`src/rtl/fetch_stage.sv`:
```
// fetch_stage: single-issue instruction fetch with an IF/ID pipeline register.
//
// Issues one imem request at a time, captures the returned word into IF/ID,
// and handles decode stalls (hold buffer) and execute-stage redirects
// (squashing any in-flight request).
//
// Ports
//   clock, reset          rising-edge clock, asynchronous active-high reset
//   stall                 decode hazard: hold IF/ID and pc
//   redirect, redirect_pc taken branch/jump and its target
//   imem_req, imem_addr   one-cycle fetch strobe and address
//   imem_rdy, imem_data   fetch response, one per accepted request
//   if_id_valid/pc/inst   IF/ID register contents presented to decode
module fetch_stage #(
    parameter logic [31:0] RESET_PC = 32'h0100_0000,
    parameter logic [31:0] NOP_INST = 32'h0000_0013
) (
    input  logic        clock,
    input  logic        reset,
    input  logic        stall,
    input  logic        redirect,
    input  logic [31:0] redirect_pc,
    output logic        imem_req,
    output logic [31:0] imem_addr,
    input  logic        imem_rdy,
    input  logic [31:0] imem_data,
    output logic        if_id_valid,
    output logic [31:0] if_id_pc,
    output logic [31:0] if_id_inst
);

    typedef enum logic [1:0] {
        S_REQ,   // strobe imem_req with imem_addr = pc
        S_WAIT,  // request accepted, response pending
        S_HOLD,  // response parked in hold_buf until stall drops
        S_DROP   // response still owed by a squashed request
    } state_t;

    state_t      state;
    logic [31:0] pc;
    logic [31:0] hold_buf;

    // An instruction enters IF/ID only when decode is free and no redirect
    // is squashing this cycle's fetch.
    logic        load;
    logic [31:0] load_inst;

    always_comb begin
        load      = 1'b0;
        load_inst = imem_data;
        if (!redirect && !stall) begin
            if (state == S_WAIT && imem_rdy) begin
                load      = 1'b1;
                load_inst = imem_data;
            end else if (state == S_HOLD) begin
                load      = 1'b1;
                load_inst = hold_buf;
            end
        end
    end

    always_ff @(posedge clock or posedge reset) begin
        if (reset) begin
            state       <= S_REQ;
            pc          <= RESET_PC;
            hold_buf    <= 32'h0;
            if_id_valid <= 1'b0;
            if_id_pc    <= 32'h0;
            if_id_inst  <= NOP_INST;
        end else begin
            // IF/ID: load, else bubble (redirect or free decode), else hold.
            if (load) begin
                if_id_valid <= 1'b1;
                if_id_pc    <= pc;
                if_id_inst  <= load_inst;
            end else if (redirect || !stall) begin
                if_id_valid <= 1'b0;
                if_id_inst  <= NOP_INST;
            end

            // pc advances only once its instruction reaches IF/ID.
            if (redirect)
                pc <= {redirect_pc[31:2], 2'b00};
            else if (load)
                pc <= pc + 32'd4;

            case (state)
                S_REQ:  state <= redirect ? S_REQ : S_WAIT;
                S_WAIT: begin
                    if (redirect) begin
                        // Data arriving now is simply discarded; otherwise
                        // the response is still owed and must be drained.
                        state <= imem_rdy ? S_REQ : S_DROP;
                    end else if (imem_rdy) begin
                        if (stall) begin
                            hold_buf <= imem_data;
                            state    <= S_HOLD;
                        end else begin
                            state    <= S_REQ;
                        end
                    end
                end
                S_HOLD: if (redirect || !stall) state <= S_REQ;
                // A further redirect here only retargets pc; the owed
                // response is still the one that ends the drain, so leaving
                // on imem_rdy regardless avoids waiting forever.
                S_DROP: if (imem_rdy) state <= S_REQ;
                default: state <= S_REQ;
            endcase
        end
    end

    // state is forced to S_REQ during reset, so the strobe is masked there.
    assign imem_req  = (state == S_REQ) && !reset;
    assign imem_addr = pc;

endmodule

```
`config.mk`:
```
export PLATFORM = sky130hd
export DESIGN_NAME = fetch_stage
export DESIGN_NICKNAME = d
export VERILOG_FILES = /design/src/rtl/fetch_stage.sv
export SDC_FILE = /design/constraint.sdc
export NUM_CORES = 1
export LEC_CHECK = 0
export ABC_CLOCK_PERIOD_IN_PS = 4800
export BUFFER_PORTS_ARGS = -buffer_cell sky130_fd_sc_hd__buf_2
export CORE_UTILIZATION = 45
export DETAILED_ROUTE_END_ITERATION = 10
export PLACE_DENSITY = 0.71
export SLEW_MARGIN = 20
export SYNTH_ARGS = -nofsm -noshare
export SYNTH_HDL_FRONTEND = slang
export SYNTH_SLANG_ARGS = --single-unit
export TNS_END_PERCENT = 50
```
`constraint.sdc`:
```
create_clock -name clock -period 4.8 [get_ports clock]
set_clock_uncertainty 0.2 [all_clocks]
set_input_delay 0 -clock clock [delete_from_list [all_inputs] [get_ports clock]]
set_output_delay 0 -clock clock [all_outputs]
set_load 0.01 [all_outputs]
```
==> metrics.yaml, run 1 <==
floorplan:
  die_height_um: 114
  die_x_um: 114
  core_mm2: 0.0122
  num_rows: 40
  dieArea_mm2: 0.0131
  initial_core_util_pct: 46.7
  ioPinCount: 167
setup_path:
  worstSetupPathType: "flop to flop"
  cp-end-kind: "flop"
  crit_cells: 5
  max_stage_delay_ns: 0.86
  start_kind: "flop"
  reg2reg_depth: 5
  worstPathCellList: "nand2b_1 -> a211oi_4 -> nor2_1 -> o21ai_0 -> o311ai_0"
  crit_slowest_cell: "a211oi_4"
  path_delay_family: "compound AO/OA/AOI/OAI gates"
  cp_max_fo: 20
  worst-path-buf-inv: 0
  cp.arrival_ns: 2.91
  crit_required_ns: 4.83
detailed_routing:
  vias: 5045
  drc: 0
  ant_nets: 0
  drt_iter0_markers: 473
  wirelength_mm: 15.3
  firstDrtPassIters: 8
  vias_per_cell: 5.33
  wl_per_cell_um: 16.2
grt:
  grt_use_met3_pct: 6.56
  grt_remaining_overflow: 0
  top_usage_layer: "met2"
  use_met1_pct: 31.8
  use_met2_pct: 40.5
  gr-usage-all-layers_pct: 24.8
  grt_max_degree: 88
  grt_pass1_vias: 5068
  grt_first_pass_wirelength_mm: 25.2
  antenna_found_initial: 0
finish:
  fin_area_mm2: 0.00783
  multi_input_area_mm2: 0.00222
  instances_no_fill: 946
  seqCellArea_mm2: 0.00318
  finalNetCount: 835
  diodes: 0
  final_util_pct: 64.4
  fillers: 1015
  drive_above_1_share_pct: 31.6
  syn_to_final_growth_pct: 37.8
synthesis:
  async_flop_share_pct: 100
  synth_common_cells: "nand2_1 (130), dfrtp_1 (123), inv_1 (33), mux2_2 (32), a222oi_1 (28)"
  synth-seq-area-share_pct: 56.1
  ys_warn_count: 0
  synth_top_area_cell: "dfrtp_1"
  synth_cells: 542
  synth-main-ff-cell: "dfrtp_1"
  syn_area_mm2: 0.00568
  yosysMostFrequentCell: "nand2_1"
  ys_top_cells_by_area: "dfrtp_1 (54%), nand2_1 (8.6%), mux2_2 (6.3%), a222oi_1 (4.9%), inv_1 (2.2%)"
  synth.distinct_cells: 56
  synth_edf_count: 0
  ys_seq_elements: 127
  synth_top_area_share_pct: 54.2
  syn_avg_cell_area_um2: 10.5
timing:
  hold_viol: 0
  fin_ws_ns: 1.92
  min_period_ns: 2.88
  slew_violations: 0
  worst_slew_pin_slew_ns: 0.969
  final-setup-viol-count: 0
  fmax_ghz: 0.348
  slew_headroom_pct: 35.4
  rsz0062_at_grt: "false"
  tns_ns: 0
  finalCritPeriodShare_pct: 59.9
placed_design:
  gp_congestion: 0.806
  dpl.cell_count: 844
  post_dp_cell_area_mm2: 0.00658
  dp_slack_ns: 1.95
  hpwl_mm: 9.36
  port-buffer-count: 160
clocking:
  cts_num_sinks: 127
  post_cts_buffers: 0
  cts_max_level: 4
  clockBufferDepth: 2
  path_clk_slew_ns: 0.05
  clockRootBuffer: "clkbuf_16"
  cts_tree: "yes"
  cts_buffers: 17
  clock_latency_ns: 0.41
min_path:
  hold_path_class: "primary input to flop"
  holdPathStages: 4
power:
  p_leak_uw: 0.00400
  power_density_mw_per_mm2: 453
  ir_worst_vdd_v: 0.000275
run_status:
  status: "finished clean"
run:
  timing.max_cap.violations: 0
[layout by cell type (no fill, tap or decap), drive strengths merged, types with 15 or more instances in the layout]
cell	count
o21ai	15
buf	167
nand3	24
mux2	32
dlygate4sd3	69
a222oi	28
nand2	130
clkbuf	26
dfrtp	123
inv	33
[cells by family (layout without fill, tap and decap cells)]
| group | Yosys count | in the layout | share of synthesized area (%) |
|---|---|---|---|
| XOR/XNOR | 1 | 1 | 0.154 |
| AND/OR/NAND/NOR | 213 | 213 | 17.7 |
| AO/OA/AOI/OAI | 96 | 96 | 13.5 |
| adder cells (fa/ha/maj) | 1 | 1 | 0.220 |
| flip-flops | 127 | 127 | 56.1 |
| multiplexers | 35 | 35 | 6.88 |
| buffers and inverters | 68 | 301 | 5.38 |
| other | 1 | 4 | 0.0660 |
[state kept, by name, summed over array words and instances (netlist names)]
signal and count:
if_id_inst 32, state 2, if_id_pc 30, if_id_valid 1
imem_addr 30, hold_buf 32
[stage by stage]
stage | hold WS, ns | power [uW]
3_5_place_dp | 0.0143 | 2350
3_3_place_gp | 0.00625 | 2300
6_report | 0.0256 | 3540
2_1_floorplan | -0.153 | 2030
5_1_grt | 0.0569 | 3740
4_1_cts | 0.00687 | 3550
[cell type report]
type,count,area share (%)
clock inverters,6,0.448
flip-flops and latches,127,40.7
inverters,33,1.65
repair buffers,236,19.8
multi-input cells,350,28.3
clock buffers,26,6.38
well taps,168,2.69
[worst min-delay path: stages]
cell      delay (ns)
buf_2           0.11
buf_4           0.28
nand2_1         0.11
o211ai_1        0.07
[power breakdown]
| group | switching [uW] | internal (uW) | total, uW | leakage, uW |
|---|---|---|---|---|
| Combinational | 412 | 386 | 798 | 0.00214 |
| Sequential | 206 | 1390 | 1590 | 0.00160 |
| Clock | 443 | 710 | 1150 | 0.000260 |
| Total | 1060 | 2480 | 3540 | 0.00400 |
[worst paths after layout]
check	end	slack, ns	startpoint
max	imem_addr[7]$_DFFE_PP0P_	1.92	state[0]$_DFFE_PP0P_
min	imem_addr[10]$_DFFE_PP0P_	0.03	redirect
max reg2reg	imem_addr[7]$_DFFE_PP0P_	1.92	state[0]$_DFFE_PP0P_
min reg2reg	if_id_pc[9]$_DFFE_PP0P_	0.27	if_id_pc[9]$_DFFE_PP0P_
max in group asynchronous	if_id_inst[26]$_DFFE_PP0P_	3.25	reset
min in group asynchronous	if_id_pc[21]$_DFFE_PP0P_	0.11	reset
[layer usage]
layer  vias up  wire [um]
li1       2394          -
met1      2408       6510
met2       218       7510
met3        25       1090
met4         0        224
met5         -          0
[what timing repair did]
item,4_1_cts,5_1_grt
gates resized for setup,0,0
hold endpoints to repair,187,0
hold buffers,69,0
Power figures use the tool's default switching activity.
==> run 2: changes to the inputs <==
--- a/config.mk
+++ b/config.mk
@@ -5,11 +5,11 @@
 export SDC_FILE = /design/constraint.sdc
 export NUM_CORES = 1
 export LEC_CHECK = 0
-export ABC_CLOCK_PERIOD_IN_PS = 4800
+export ABC_CLOCK_PERIOD_IN_PS = 2500
 export BUFFER_PORTS_ARGS = -buffer_cell sky130_fd_sc_hd__buf_2
 export CORE_UTILIZATION = 45
 export DETAILED_ROUTE_END_ITERATION = 10
-export PLACE_DENSITY = 0.71
+export PLACE_DENSITY = 0.74
 export SLEW_MARGIN = 20
 export SYNTH_ARGS = -nofsm -noshare
 export SYNTH_HDL_FRONTEND = slang
==> constraint.sdc (replaced) <==
create_clock -name clock -period 2.5 [get_ports clock]
set_clock_uncertainty 0.2 [all_clocks]
set_input_delay 0 -clock clock [delete_from_list [all_inputs] [get_ports clock]]
set_output_delay 0 -clock clock [all_outputs]
set_load 0.01 [all_outputs]
==> run 2 against run 1 <==
  * Register-to-register slack lost 1.8 ns
  * Wire length rose by 5.0%
  * Sequential cell count is the same
  * Critical path type unchanged
  * Critical endpoint is now if_id_inst[23]$_DFFE_PP0P_
  * Worst setup slack lost 1.8 ns
  * Via count grew 2.9%
  * First-iteration DRC count is 4.9% higher
  * Core utilization is 0.68 points higher
  * Combinational power up 97%
  * Sequential share of layout area down 0.42 points
  * Clock power grew 100%
  * Maximum frequency grew 22%
==> metrics.yaml, run 2 (synthesized netlist as in run 1, its figures left out) <==
detailed_routing:
  wirelength_mm: 16.1
  drt_iter0_markers: 496
  vias_per_cell: 5.45
  ant_nets: 0
  wl_per_cell_um: 16.9
  firstDrtPassIters: 6
  dr_wl_met3_mm: 1.14
  wl_met1_mm: 6.47
  drc: 0
  highest_layer: "met4"
  met2WireLength_mm: 8.23
  vias: 5191
run_status:
  status: "finished clean"
timing:
  min_period_ns: 2.36
  final-setup-viol-count: 0
  fin_ws_ns: 0.140
  slew_violations: 0
  fmax_ghz: 0.424
  tns_ns: 0
  worst_slew_pin_slew_ns: 1.15
  slew_headroom_pct: 23.3
  finalCritPeriodShare_pct: 94.4
  rsz0062_at_grt: "false"
  hold_viol: 0
setup_path:
  start_kind: "flop"
  cp-endpoint: "if_id_inst[23]$_DFFE_PP0P_"
  worst-path-buf-inv: 2
  cp_max_fo: 28
  max_stage_delay_ns: 0.86
  r2r_slack_ns: 0.14
  crit_start: "state[1]$_DFFE_PP0P_"
  path_delay_family: "simple AND/OR/NAND/NOR gates"
  cp-end-kind: "flop"
  r2r-start: "state[1]$_DFFE_PP0P_"
  crit_required_ns: 2.65
  worstSetupPathType: "flop to flop"
  r2r-end: "if_id_inst[23]$_DFFE_PP0P_"
  cp.arrival_ns: 2.51
  worstPathCellList: "nand2b_1 -> buf_4 -> nor3_4 -> a222oi_1 -> inv_1"
  crit_slowest_cell: "nor3_4"
  crit_cells: 5
  reg2reg_depth: 5
floorplan:
  die_x_um: 114
  ioPinCount: 167
  num_rows: 40
  initial_core_util_pct: 46.7
  dieArea_mm2: 0.0131
  core_mm2: 0.0122
  die_height_um: 114
placed_design:
  port-buffer-count: 160
  dp_slack_ns: 0.164
  gp_congestion: 0.809
  post_dp_cell_area_mm2: 0.00669
  hpwl_mm: 9.74
finish:
  final_util_pct: 65.0
  syn_to_final_growth_pct: 39.3
  top_regs: "hold_buf: 32 flops, if_id_inst: 32 flops"
  finalNetCount: 842
  final_common_cell: "buf_2"
  drive_above_1_share_pct: 32.5
  fillers: 987
  fin_area_mm2: 0.00791
  diodes: 0
  final_cell_mix: "buf_2 (160), nand2_1 (130), dfrtp_1 (123)"
grt:
  gr-usage-all-layers_pct: 26.0
  grt_first_pass_wirelength_mm: 26.2
  grt_max_degree: 128
  grt_remaining_overflow: 0
  antenna_found_initial: 0
  grt_pass1_vias: 5331
clocking:
  cts_buffers: 17
  path_clk_slew_ns: 0.05
  clockRootBuffer: "clkbuf_16"
  clockBufferDepth: 2
  cts_num_sinks: 127
  cts_tree: "yes"
  cts_max_level: 4
  clock_latency_ns: 0.42
power:
  p_leak_uw: 0.00405
  ir_worst_vdd_v: 0.000548
  power_density_mw_per_mm2: 878
min_path:
  hold_path_class: "primary input to async pin"
run:
  timing.max_cap.violations: 0
[run 2: cell count changes in the layout (fill, tap and decap cells not counted), sizes merged]
cell	delta
buf	+9
bufinv	+1
clkbuf	-1
dlygate4sd3	-2
inv	-1
[run 2: layer usage]
metal  global-route usage, %  up-vias
li1                        -     2400
met1                    30.9     2531
met2                    44.8      226
met3                    7.20       34
met4                    10.0        0
met5                       0        -
[run 2: worst min-delay path by stage]
stage / startpoint / depth (start not counted) / endpoint / slack [ns]
floorplan: reset / 1 / imem_req / -0.15
finish: reset / 4 / if_id_pc[23]$_DFFE_PP0P_ / 0.14
CTS: redirect_pc[4] / 4 / imem_addr[4]$_DFFE_PP0P_ / 0.13
global placement: imem_data[1] / 3 / if_id_inst[1]$_DFFE_PP1P_ / 0.005
detailed placement: redirect_pc[30] / 3 / imem_addr[30]$_DFFE_PP0P_ / 0.01
global route: redirect_pc[30] / 4 / imem_addr[30]$_DFFE_PP0P_ / 0.15
[run 2: where the power goes]
part	switching (uW)	total [uW]	internal (uW)	leakage (uW)
combinational	811	1570	763	0.00219
clock	857	2320	1460	0.000273
sequential	393	3050	2660	0.00160
total	2060	6940	4880	0.00405
[run 2: worst register-to-register path, stage by stage, from the launching register on]
cell	delay (ns)
dfrtp_1	0.44
nand2b_1	0.23
buf_4	0.23
nor3_4	0.86
a222oi_1	0.22
inv_1	0.12
[run 2: final cells by class]
cell class	instances	area (um2)	share of cell area [%]
sequential	127	3180	40.2
multi-input combinational	350	2220	28.0
timing repair buffer	243	1620	20.4
clock buffer	25	495	6.26
tap	168	210	2.66
inverter	33	128	1.61
clock inverter	6	57.6	0.728
[run 2: what timing repair did]
item                      CTS  global route
buffers inserted            0             0
hold endpoints to repair  222             0
hold buffers               67             0
gates resized for setup     0             0
[run 2: per-stage QoR]
step	instances	total power [uW]	hold WS, ns
after floorplan	545	3900	-0.153
after global placement	854	4450	0.00526
after detailed placement	854	4550	0.00991
after CTS	952	6970	0.126
after global routing	952	7310	0.153
final	952	6940	0.140
